$ cat src/rtl/seven_segment_scanner.sv
// Time-multiplexed 4-digit BCD display scanner with frame-synchronous data commit and leading-zero blanking.
// Outputs registered, 1-cycle; loads never stall, the latest pending value wins at each frame wrap.
module seven_segment_scanner #(
    parameter int SCAN_DIV = 100000,
    parameter int BLANK_LZ = 1
) (
    input  logic        clk,
    input  logic        rst_n,
    input  logic        load,
    input  logic [15:0] digits,
    input  logic [3:0]  dp_in,
    output logic [3:0]  BCD,
    output logic        DP,
    output logic [3:0]  AN,
    output logic        frame_done
);

    localparam int PW = $clog2(SCAN_DIV);
    localparam logic [PW-1:0] LAST = PW'(SCAN_DIV - 1);

    logic [PW-1:0] r_presc;
    logic [1:0]    r_idx;
    logic [15:0]   r_disp_dig;
    logic [3:0]    r_disp_dp;
    logic [15:0]   r_pend_dig;
    logic [3:0]    r_pend_dp;
    logic          r_pend;

    logic          w_tick;
    logic          w_wrap;
    logic          w_commit;
    logic [1:0]    w_idx_nxt;
    logic [15:0]   w_dig_nxt;
    logic [3:0]    w_dp_nxt;
    logic [3:0]    w_nib;
    logic          w_upper_zero;
    logic          w_blank;
    logic [3:0]    w_an;

    // Outputs are computed from next-cycle idx/display so they change on the same edge idx does.
    always_comb begin
        w_tick    = (r_presc == LAST);
        w_wrap    = w_tick && (r_idx == 2'd3);
        w_commit  = w_wrap && r_pend;
        w_idx_nxt = r_idx + {1'b0, w_tick};
        w_dig_nxt = w_commit ? r_pend_dig : r_disp_dig;
        w_dp_nxt  = w_commit ? r_pend_dp  : r_disp_dp;
        w_nib     = w_dig_nxt[{w_idx_nxt, 2'b00} +: 4];
        w_upper_zero = 1'b0;
        case (w_idx_nxt)
            2'd3:    w_upper_zero = (w_dig_nxt[15:12] == 4'h0);
            2'd2:    w_upper_zero = (w_dig_nxt[15:8]  == 8'h00);
            2'd1:    w_upper_zero = (w_dig_nxt[15:4]  == 12'h000);
            default: w_upper_zero = 1'b0;
        endcase
        w_blank = (BLANK_LZ != 0) && w_upper_zero && !w_dp_nxt[w_idx_nxt];
        w_an    = w_blank ? 4'b0000 : (4'b0001 << w_idx_nxt);
    end

    always_ff @(posedge clk or negedge rst_n) begin
        if (!rst_n) begin
            r_presc    <= '0;
            r_idx      <= 2'd0;
            r_disp_dig <= 16'h0000;
            r_disp_dp  <= 4'h0;
            r_pend_dig <= 16'h0000;
            r_pend_dp  <= 4'h0;
            r_pend     <= 1'b0;
            BCD        <= 4'h0;
            DP         <= 1'b0;
            AN         <= 4'b0001;
            frame_done <= 1'b0;
        end else begin
            r_presc    <= w_tick ? '0 : r_presc + 1'b1;
            r_idx      <= w_idx_nxt;
            r_disp_dig <= w_dig_nxt;
            r_disp_dp  <= w_dp_nxt;
            // A load on the wrap edge keeps pending set for the value just captured.
            if (load) begin
                r_pend_dig <= digits;
                r_pend_dp  <= dp_in;
                r_pend     <= 1'b1;
            end else if (w_commit) begin
                r_pend     <= 1'b0;
            end
            BCD        <= w_nib;
            DP         <= w_dp_nxt[w_idx_nxt];
            AN         <= w_an;
            frame_done <= w_wrap;
        end
    end

endmodule

$ cat config.mk
export PLATFORM = sky130hd
export DESIGN_NAME = seven_segment_scanner
export DESIGN_NICKNAME = d
export VERILOG_FILES = /design/src/rtl/seven_segment_scanner.sv
export SDC_FILE = /design/constraint.sdc
export NUM_CORES = 1
export LEC_CHECK = 0
export ABC_AREA = 0
export CAP_MARGIN = 20
export CORE_ASPECT_RATIO = 1.5
export CORE_MARGIN = 8
export CORE_UTILIZATION = 60
export DETAILED_ROUTE_END_ITERATION = 6
export DONT_BUFFER_PORTS = 1
export GPL_ROUTABILITY_DRIVEN = 0
export HOLD_SLACK_MARGIN = 0.06
export PLACE_DENSITY = 0.76
export SLEW_MARGIN = 25
export SYNTH_ARGS = -nofsm -noshare
export SYNTH_HDL_FRONTEND = slang
export SYNTH_SLANG_ARGS = --single-unit
$ cat constraint.sdc
create_clock -name clk -period 3.1 [get_ports clk]
set_input_delay 0.31 -clock clk [delete_from_list [all_inputs] [get_ports clk]]
set_output_delay 0.31 -clock clk [all_outputs]
set_load 0.02 [all_outputs]
==> summary.md, run 1 <==
| Metric | Value |
|---|---|
| Final Hold Viols | `0` |
| Worst rel slew slack | `0.7225` |
| Register bit total from synthesis | `70` |
| WS Path Type | `flop to flop` |
| Number of I/O port buffers | `0` |
| Final Max Slew Viols | `0` |
| WP data required | `3.30 ns` |
| Final setup fails | `0` |
| Via Count | `1646` |
| Total Routing Usage GR | `0.1656` |
| Die Area | `7358 um^2` |
| P_leak | `1.515 nW` |
| Final Util | `0.6867` |
| Syn Nets | `233` |
| Internal Power | `1.505 mW` |
| Hold Path Cell Cnt | `1` |
| Cell area after layout | `3249 um^2` |
| Clock transition at path regs | `0.08 ns` |
| Tcrit/Tclk final | `0.8945` |
| Clock Tree Buf Depth | `2` |
| Worst-path maximum fanout | `6` |
| Max-Cap Viols | `0` |
| Residual DRC count | `0` |
| Top cell type's share of synthesized area | `0.5956` |
| Clk_lat worst skew | `0.35 ns` |
| Final total power | `1.891 mW` |
| Die Y | `101.1 um` |
| Worst-Margin Slew | `0.4163 ns` |
| Fillers | `340` |
| CTS root buf | `clkbuf_8` |
| CP Launch Type | `flop` |
| Worst Setup End Kind | `flop` |
| DRT iter0 DRCs | `68` |
| Ant. Diodes | `0` |
| Worst R2R Start | `r_presc[0]` |
| Synth Area per Inst | `13.94 um^2` |
| Register-to-Register Path Depth | `12` |
| CP max stage cell | `dfrtp_1` |
| Core Area | `4732 um^2` |
| Synth Instances | `208` |
| Antenna violations before repair | `0` |
| Clock Skew | `0.01245 ns` |
| Mapped cell area | `2899 um^2` |
| H-tree levels | `3` |
| PwrDens | `582.1 nW/um^2` |
| Fmax | `0.3606 GHz` |
| CTS sink count | `70` |
| Worst path max stage delay | `0.40 ns` |
| Critical path cell sequence | `ha_1 > and3_1 > nand4_2 > nor2_1 > ha_1 > xnor2_1 > buf_4 > inv_1 > nor2_1 > a21o_1 > nor3_1 > a311oi_1` |
| Layout cells sized above 1 | `0.3018` |
| Syn. warnings | `0` |
| Site row count | `31` |
| Vias in the first global route | `1840` |
| RSZ-0062 raised after global routing | `no` |
| FF+latch area | `1753 um^2` |
| Detailed Place HPWL | `3712 um` |
| Starting density of the core | `0.6126` |
| Grt ovf | `0` |
| Most area-hungry cell type in the Yosys netlist | `dfrtp_1` |
| Critical Path Source | `r_presc[0]` |
| Total wire length | `5380 um` |
| P_sw | `386.6 uW` |
| Post-synth cell types | `33` |
| Final #Nets | `242` |
| CTS tree | `built` |
| Switching part of the total | `0.2044` |
| Remaining antenna violation count | `0` |
| Drt wl/cell | `18.68 um` |
| Critical Path AT | `2.97 ns` |
| Vias per cell | `5.715` |
| Seq pwr share | `0.506` |
| First-pass DRT Iterations | `4` |
| Setup ws final | `0.3271 ns` |
| Area contributors post-synth | `dfrtp_1 (60%), mux2_2 (14%), mux4_2 (3.9%), xor2_1 (2.7%), xnor2_1 (2.1%)` |
| Setup bufs post-CTS | `0` |
| Clock share of power | `0.466` |
| Hold Worst Slack | `0.09706 ns` |
| Combinational Power Share | `0.028` |
| Io pins | `33` |
| Hold WC Path Type | `input pin to flop` |
| Peak supply drop | `0.4354 mV` |
| Setup TNS | `0 ns` |
| Final std cells w/o fill | `288` |
| Die Wd | `72.76 um` |
| Num CTS Buffers | `9` |
| Dpl ws | `0.3481 ns` |
| DP Cell Count | `270` |
| Largest net degree at the start of global routing | `71` |
| Status | `complete, no violations` |
| Multi-input combinational cell area | `1076 um^2` |
| Tmin final | `2.773 ns` |
| Hold Path Origin | `load` |
| Post-DP Area | `2968 um^2` |
| Seq/Total Area, Yosys | `0.6047` |
| Area grow syn2layout | `12.08%` |
| First-pass GRT wire length | `9032 um` |
[final timing paths]
| kind | to | slack, ns |
|---|---|---|
| max in group asynchronous | AN[0] | 2.29 |
| min in group asynchronous | r_pend_dig[7] | 0.52 |
| max | AN[1] | 0.33 |
| min reg2reg | r_disp_dp[1] | 0.48 |
| max reg2reg | AN[1] | 0.33 |
| min | r_pend | 0.1 |
[worst max-delay path, delay by kind of cell (launching register included)]
kind | cells | cell delay (ns)
fa+ha+maj | 2 | 0.39
simple gates | 5 | 1.06
flops | 1 | 0.40
xor+xnor | 1 | 0.07
compound gates | 2 | 0.38
buf+inv | 2 | 0.35
[cells in the final DEF (no fill, tap or decap), types with 2 or more instances in the layout]
cell and count:
bufinv_16 3, ha_1 2, xor2_1 9, nand2_1 6
nor2_1 16, xnor2_1 7, nand4_1 3, a311oi_1 2
inv_1 9, nor2b_1 2, clkbuf_8 9, buf_4 3
nor4_1 4, nor3_1 3, and3_1 3, dfrtp_1 69
nand3_1 7, mux4_2 5, mux2i_1 5, mux2_2 37
[logic make-up (layout without fill, tap and decap cells)]
kind of cell | Yosys count | after routing | share of synthesized area
DFF | 70 | 70 | 0.6047
and+or+nand+nor | 51 | 51 | 0.09797
muxes | 47 | 47 | 0.1998
xor gates and xnor gates | 16 | 16 | 0.04834
buffers and inverters | 16 | 30 | 0.02417
AOI/OAI and AO/OA | 6 | 6 | 0.01641
adders and majority gates | 2 | 2 | 0.008630
[synthesized netlist by cell type]
cell      instances
nor3_1            3
buf_2             2
dfrtp_1          69
mux4_2            5
nor3_4            1
and3_1            3
clkbuf_1          2
ha_1              2
dfstp_2           1
nand4_1           3
mux2_2           37
inv_1             9
o21bai_1          1
a21o_1            1
nor4b_2           1
mux2i_1           5
buf_6             1
nand3_1           7
nand4b_1          1
nor3b_1           1
buf_1             2
nand2_1           6
o31ai_1           1
a211oi_1          1
nor2b_1           2
nand4_2           1
nor2_1           16
xor2_1            9
xnor2_1           7
or4b_2            1
nor4_1            4
a311oi_1          2
and2_1            1
[flip-flops by register name, summed over array words and instances, names as in the netlist, 2 cells and up]
signal	flops
AN	4
BCD	4
r_disp_dig	16
r_disp_dp	4
r_idx	2
r_pend_dig	16
r_pend_dp	4
r_presc	17
[per-layer routing]
layer  up-vias  track usage  wire length, um
li1        747            -                -
met1       839       0.1636             1950
met2        46       0.2932             2939
met3        14      0.04559              268
met4         0       0.1068              221
met5         -            0                0
[repair_timing]
| action | 4_1_cts | 5_1_grt |
|---|---|---|
| hold buffers | 2 | 0 |
| hold endpoints to repair | 70 | 0 |
| resized for setup | 0 | 0 |
[power groups by stage]
stage	sequential [mW]	clock [mW]	combinational [mW]
floorplan	0.967	0	0.0325
global placement	0.973	0	0.0297
detailed placement	0.974	0	0.0313
CTS	0.956	0.893	0.0541
global route	0.959	0.938	0.0595
finish	0.957	0.882	0.0525
[layout make-up]
| class | count | share of cell area |
|---|---|---|
| clock buffer | 9 | 0.03812 |
| clock inverter | 7 | 0.03697 |
| inverter | 9 | 0.01040 |
| multi-input combinational | 122 | 0.3312 |
| sequential | 70 | 0.5395 |
| tap | 66 | 0.02541 |
| timing repair buffer | 5 | 0.01848 |
No activity file was read; power rests on OpenSTA's default activity.
==> run 2: changes to the inputs <==
- CORE_UTILIZATION: 60 -> 62
- PLACE_DENSITY: 0.76 -> 0.78
==> summary.md, run 2 (synthesis gave the netlist of run 1 again) <==
| Metric | Value |
|---|---|
| Total wire length | `5294 um` |
| Hold Path Origin | `load` |
| Tcrit/Tclk final | `0.9181` |
| Register-to-Register Path Depth | `11` |
| Critical Path AT | `3.08 ns` |
| Starting density of the core | `0.6436` |
| Core Area | `4504 um^2` |
| Largest reg by FF count | `r_presc` |
| Clk_lat worst skew | `0.34 ns` |
| Most frequent cells in the layout | `dfrtp_1 (69), mux2_2 (37), nor2_1 (16), clkbuf_8 (11)` |
| Detailed Place HPWL | `3751 um` |
| Setup TNS | `0 ns` |
| Io pins | `33` |
| Final Hold Viols | `0` |
| Clock Tree Buf Depth | `2` |
| R2R Setup Slk | `0.25 ns` |
| Worst rel slew slack | `0.6565` |
| CTS sink count | `70` |
| Number of I/O port buffers | `0` |
| Clock Skew | `0.009345 ns` |
| Residual DRC count | `0` |
| DR top layer | `met4` |
| CTS root buf | `clkbuf_8` |
| Final #Nets | `241` |
| Max-Cap Viols | `0` |
| Commonest non-fill, non-tap cell in the layout | `dfrtp_1` |
| Num CTS Buffers | `9` |
| Routed met2 length | `2809 um` |
| Peak supply drop | `0.3475 mV` |
| Hold buffer count at CTS | `2` |
| H-tree levels | `3` |
| Worst-Margin Slew | `0.5115 ns` |
| Critical Path Source | `r_presc[0]` |
| Setup ws final | `0.2540 ns` |
| Die Area | `7165 um^2` |
| Area grow syn2layout | `10.66%` |
| PwrDens | `572.0 nW/um^2` |
| Drt wl/cell | `19.68 um` |
| Vias per cell | `6.037` |
| Final std cells w/o fill | `269` |
| Post_cts resized | `0` |
| Ant. Diodes | `0` |
| Final Max Slew Viols | `0` |
| Worst-path maximum fanout | `6` |
| CP Launch Type | `flop` |
| Remaining antenna violation count | `0` |
| Fmax | `0.3514 GHz` |
| Hold WC Path Type | `input pin to flop` |
| Dpl ws | `0.3114 ns` |
| Die Wd | `71.83 um` |
| Critical R2R Capture | `AN[2]` |
| Clock transition at path regs | `0.07 ns` |
| Die Y | `99.75 um` |
| WS Path Type | `flop to flop` |
| Via Count | `1624` |
| Final total power | `1.835 mW` |
| Grt ovf | `0` |
| Antenna violations before repair | `0` |
| Critical path destination | `AN[2]` |
| Site row count | `30` |
| DRT iter0 DRCs | `129` |
| Status | `complete, no violations` |
| WP data required | `3.33 ns` |
| Worst R2R Start | `r_presc[0]` |
| Tmin final | `2.846 ns` |
| CTS tree | `built` |
| First-pass GRT wire length | `8907 um` |
| Max reg flops | `17` |
| Metal3 WL | `228 um` |
| First-pass DRT Iterations | `4` |
| P_leak | `1.507 nW` |
| Layout cells sized above 1 | `0.2986` |
| Worst Setup End Kind | `flop` |
| Setup bufs post-CTS | `0` |
| Total Routing Usage GR | `0.1639` |
| Vias in the first global route | `1866` |
| Largest net degree at the start of global routing | `71` |
| DP Cell Count | `251` |
| RSZ-0062 raised after global routing | `no` |
| Final setup fails | `0` |
| Met1 Wirelength | `2124 um` |
| Hold Worst Slack | `0.09592 ns` |
| Largest regs | `r_presc x17, r_disp_dig x16, r_pend_dig x16` |
## run 2: cell types whose count changed in the layout (fill, tap and decap cells not counted)
cell       previous run  this run
clkbuf_8              9        11
buf_4                 3         2
bufinv_16             3         2
inv_6                 1         0
## run 2: worst min path at each step
stage / depth (start not counted) / end / slack, ns
6_report: 1 / r_pend / 0.1
5_1_grt: 1 / r_pend / 0.08
4_1_cts: 1 / r_pend / 0.08
3_5_place_dp: 0 / r_pend_dig[8] / 0.02
3_3_place_gp: 0 / r_pend_dig[0] / 0.02
2_1_floorplan: 0 / AN[1] / 0.01
## run 2: area by class of cell
class,count,area [um^2]
fillers,300,1296
flip-flops and latches,70,1753
multi-input cells,122,1076
inverters,9,33.78
clock buffers,11,151.4
clock inverters,5,81.33
well taps,48,60.06
repair buffers,4,52.55
## run 2: per-stage QoR
stage	utilization	area (um^2)
floorplan	-	2899
detailed placement	0.6522	2938
global placement	0.6522	2938
CTS	0.7122	3208
global route	0.7122	3208
finish	0.7122	3208
## run 2: worst max-delay path, cell delays in order (launching register included)
cell,delay (ns)
dfrtp_1,0.41
ha_1,0.23
and3_1,0.25
nand4_2,0.14
nor2_1,0.09
ha_1,0.20
xnor2_1,0.44
inv_1,0.25
nor2_1,0.22
a21o_1,0.11
nor3_1,0.06
a311oi_1,0.33
## run 2: layer usage
metal	GRT usage	vias to the layer above
li1	-	744
met1	0.1768	818
met2	0.2768	48
met3	0.05942	14
met4	0.07583	0
met5	0	-
## run 2: report_power, final
part | switching [mW] | internal (mW)
sequential | 0.0185 | 0.939
clock | 0.328 | 0.496
combinational | 0.0240 | 0.0291
total | 0.370 | 1.46
==> run 3: changes to the inputs <==
- CORE_MARGIN: 8 -> 2
- HOLD_SLACK_MARGIN: 0.06 -> 0.12
==> summary.md, run 3 (synthesis gave the netlist of run 1 again) <==
| Metric | Value |
|---|---|
| Met1 Resource Use GR | `0.2741` |
| Vias in the first global route | `1915` |
| Post-DP Area | `2938 um^2` |
| Critical R2R Capture | `AN[1]` |
| Vias per cell | `6.003` |
| DRT iter0 DRCs | `71` |
| H-tree levels | `3` |
| Setup bufs post-CTS | `0` |
| PwrDens | `511.7 nW/um^2` |
| R2R Setup Slk | `0.31 ns` |
| Tmin final | `2.792 ns` |
| Clock transition at path regs | `0.07 ns` |
| CP max stage cell | `dfrtp_1` |
| Largest regs | `r_presc x17, r_disp_dig x16, r_pend_dig x16` |
| Clock Tree Buf Depth | `2` |
| Antenna violations before repair | `0` |
| Residual DRC count | `0` |
| CTS sink count | `70` |
| Worst R2R Start | `r_presc[0]` |
| Register-to-Register Path Depth | `11` |
| Worst rel slew slack | `0.6483` |
| Setup TNS | `0 ns` |
| DP Cell Count | `251` |
| First-pass DRT Iterations | `4` |
| Number of I/O port buffers | `0` |
| Die Y | `87.75 um` |
| Dpl ws | `0.2706 ns` |
| Peak supply drop | `0.3944 mV` |
| Worst-path maximum fanout | `6` |
| Most used routing layer | `met2` |
| Grt ovf | `0` |
| P_leak | `1.583 nW` |
| GR Util met3 | `0.07829` |
| Die Wd | `59.83 um` |
| CP Launch Type | `flop` |
| Die Area | `5250 um^2` |
| Ant. Diodes | `0` |
| Worst Setup End Kind | `flop` |
| WS Path Type | `flop to flop` |
| Area grow syn2layout | `17.35%` |
| Multi-input combinational cell area | `1084 um^2` |
| Clock Skew | `0.01119 ns` |
| Remaining antenna violation count | `0` |
| Starting density of the core | `0.6436` |
| Tcrit/Tclk final | `0.9007` |
| Most frequent cells in the layout | `dfrtp_1 (69), mux2_2 (37), dlygate4sd3_1 (24), nor2_1 (16), clkbuf_8 (10)` |
| Total Routing Usage GR | `0.2525` |
| Max reg flops | `17` |
| Critical Path AT | `2.99 ns` |
| Core Area | `4504 um^2` |
| Worst path bufs/invs | `1` |
| Hold WC Path Type | `input pin to flop` |
| FF+latch area | `1753 um^2` |
| Commonest non-fill, non-tap cell in the layout | `dfrtp_1` |
| CTS root buf | `clkbuf_8` |
| WP data required | `3.29 ns` |
| Drt wl/cell | `19.56 um` |
| Clk_lat worst skew | `0.34 ns` |
| Critical path cell sequence | `ha_1 > and3_1 > nand4_2 > nor2_1 > ha_1 > xnor2_2 > inv_1 > nor2_1 > a21o_1 > nor3_1 > a311oi_1` |
| Num CTS Buffers | `9` |
| Total wire length | `5692 um` |
| GR met2 Demand/Resource | `0.4397` |
| Worst path max stage delay | `0.39 ns` |
| Worst-Margin Slew | `0.5258 ns` |
| Fmax | `0.3581 GHz` |
| Layout cells sized above 1 | `0.2675` |
| Detailed Place HPWL | `3620 um` |
| CP delay by family, top | `simple AND/OR/NAND/NOR gates` |
| Final #Nets | `264` |
| Hold Path Cell Cnt | `1` |
| Hold Worst Slack | `0.1382 ns` |
| RSZ-0062 raised after global routing | `no` |
| Final Util | `0.7553` |
| Final total power | `1.741 mW` |
| Site row count | `30` |
| Final Hold Viols | `0` |
| Fillers | `299` |
| First-pass GRT wire length | `9308 um` |
| Cell area after layout | `3402 um^2` |
| Setup ws final | `0.3078 ns` |
| Max-Cap Viols | `0` |
| Final Max Slew Viols | `0` |
| Via Count | `1747` |
| Final setup fails | `0` |
| Largest reg by FF count | `r_presc` |
| CTS tree | `built` |
| WHS Endpoint | `r_pend_dig[6]` |
| Largest net degree at the start of global routing | `71` |
| Hold Path Origin | `load` |
| Final std cells w/o fill | `291` |
| Io pins | `33` |
| Status | `complete, no violations` |
==> run 3: worst max-delay path by stage <==
stage | to | depth (start not counted) | start
after floorplan | AN[2] | 10 | r_presc[0]
after global placement | AN[2] | 11 | r_presc[0]
after detailed placement | AN[1] | 11 | r_presc[0]
after CTS | AN[1] | 11 | r_presc[0]
after global routing | AN[1] | 11 | r_presc[0]
final | AN[1] | 11 | r_presc[0]
==> run 3: worst register-to-register path: stages, from the launching register on <==
cell and delay [ns]:
dfrtp_1 0.39, ha_1 0.20, and3_1 0.28, nand4_2 0.18, nor2_1 0.19, ha_1 0.22, xnor2_2 0.13, inv_1 0.24
nor2_1 0.12, a21o_1 0.18, nor3_1 0.35, a311oi_1 0.18
==> run 3: layer usage <==
metal	share of wire	vias up
met5	0	-
met4	0.025	0
met3	0.037	13
met2	0.56	42
met1	0.38	908
li1	-	784
==> run 3: power by group <==
group          internal (mW)  switching, mW  total (mW)
registers              0.940         0.0198       0.959
clock network          0.386          0.313       0.699
logic                 0.0488         0.0336      0.0824
total                   1.37          0.366        1.74
==> run 3: repair_timing <==
item | in CTS | in global routing
hold endpoints to repair | 91 | 9
gates resized for setup | 0 | 1
hold buffers | 24 | 1
setup endpoints to repair | 0 | 3
==> run 3: area by class of cell <==
type | count | area share
tap | 48 | 0.01765
inverter | 9 | 0.009930
timing repair buffer | 27 | 0.08312
clock inverter | 4 | 0.01398
clock buffer | 11 | 0.04156
sequential | 70 | 0.5153
multi-input combinational | 122 | 0.3185
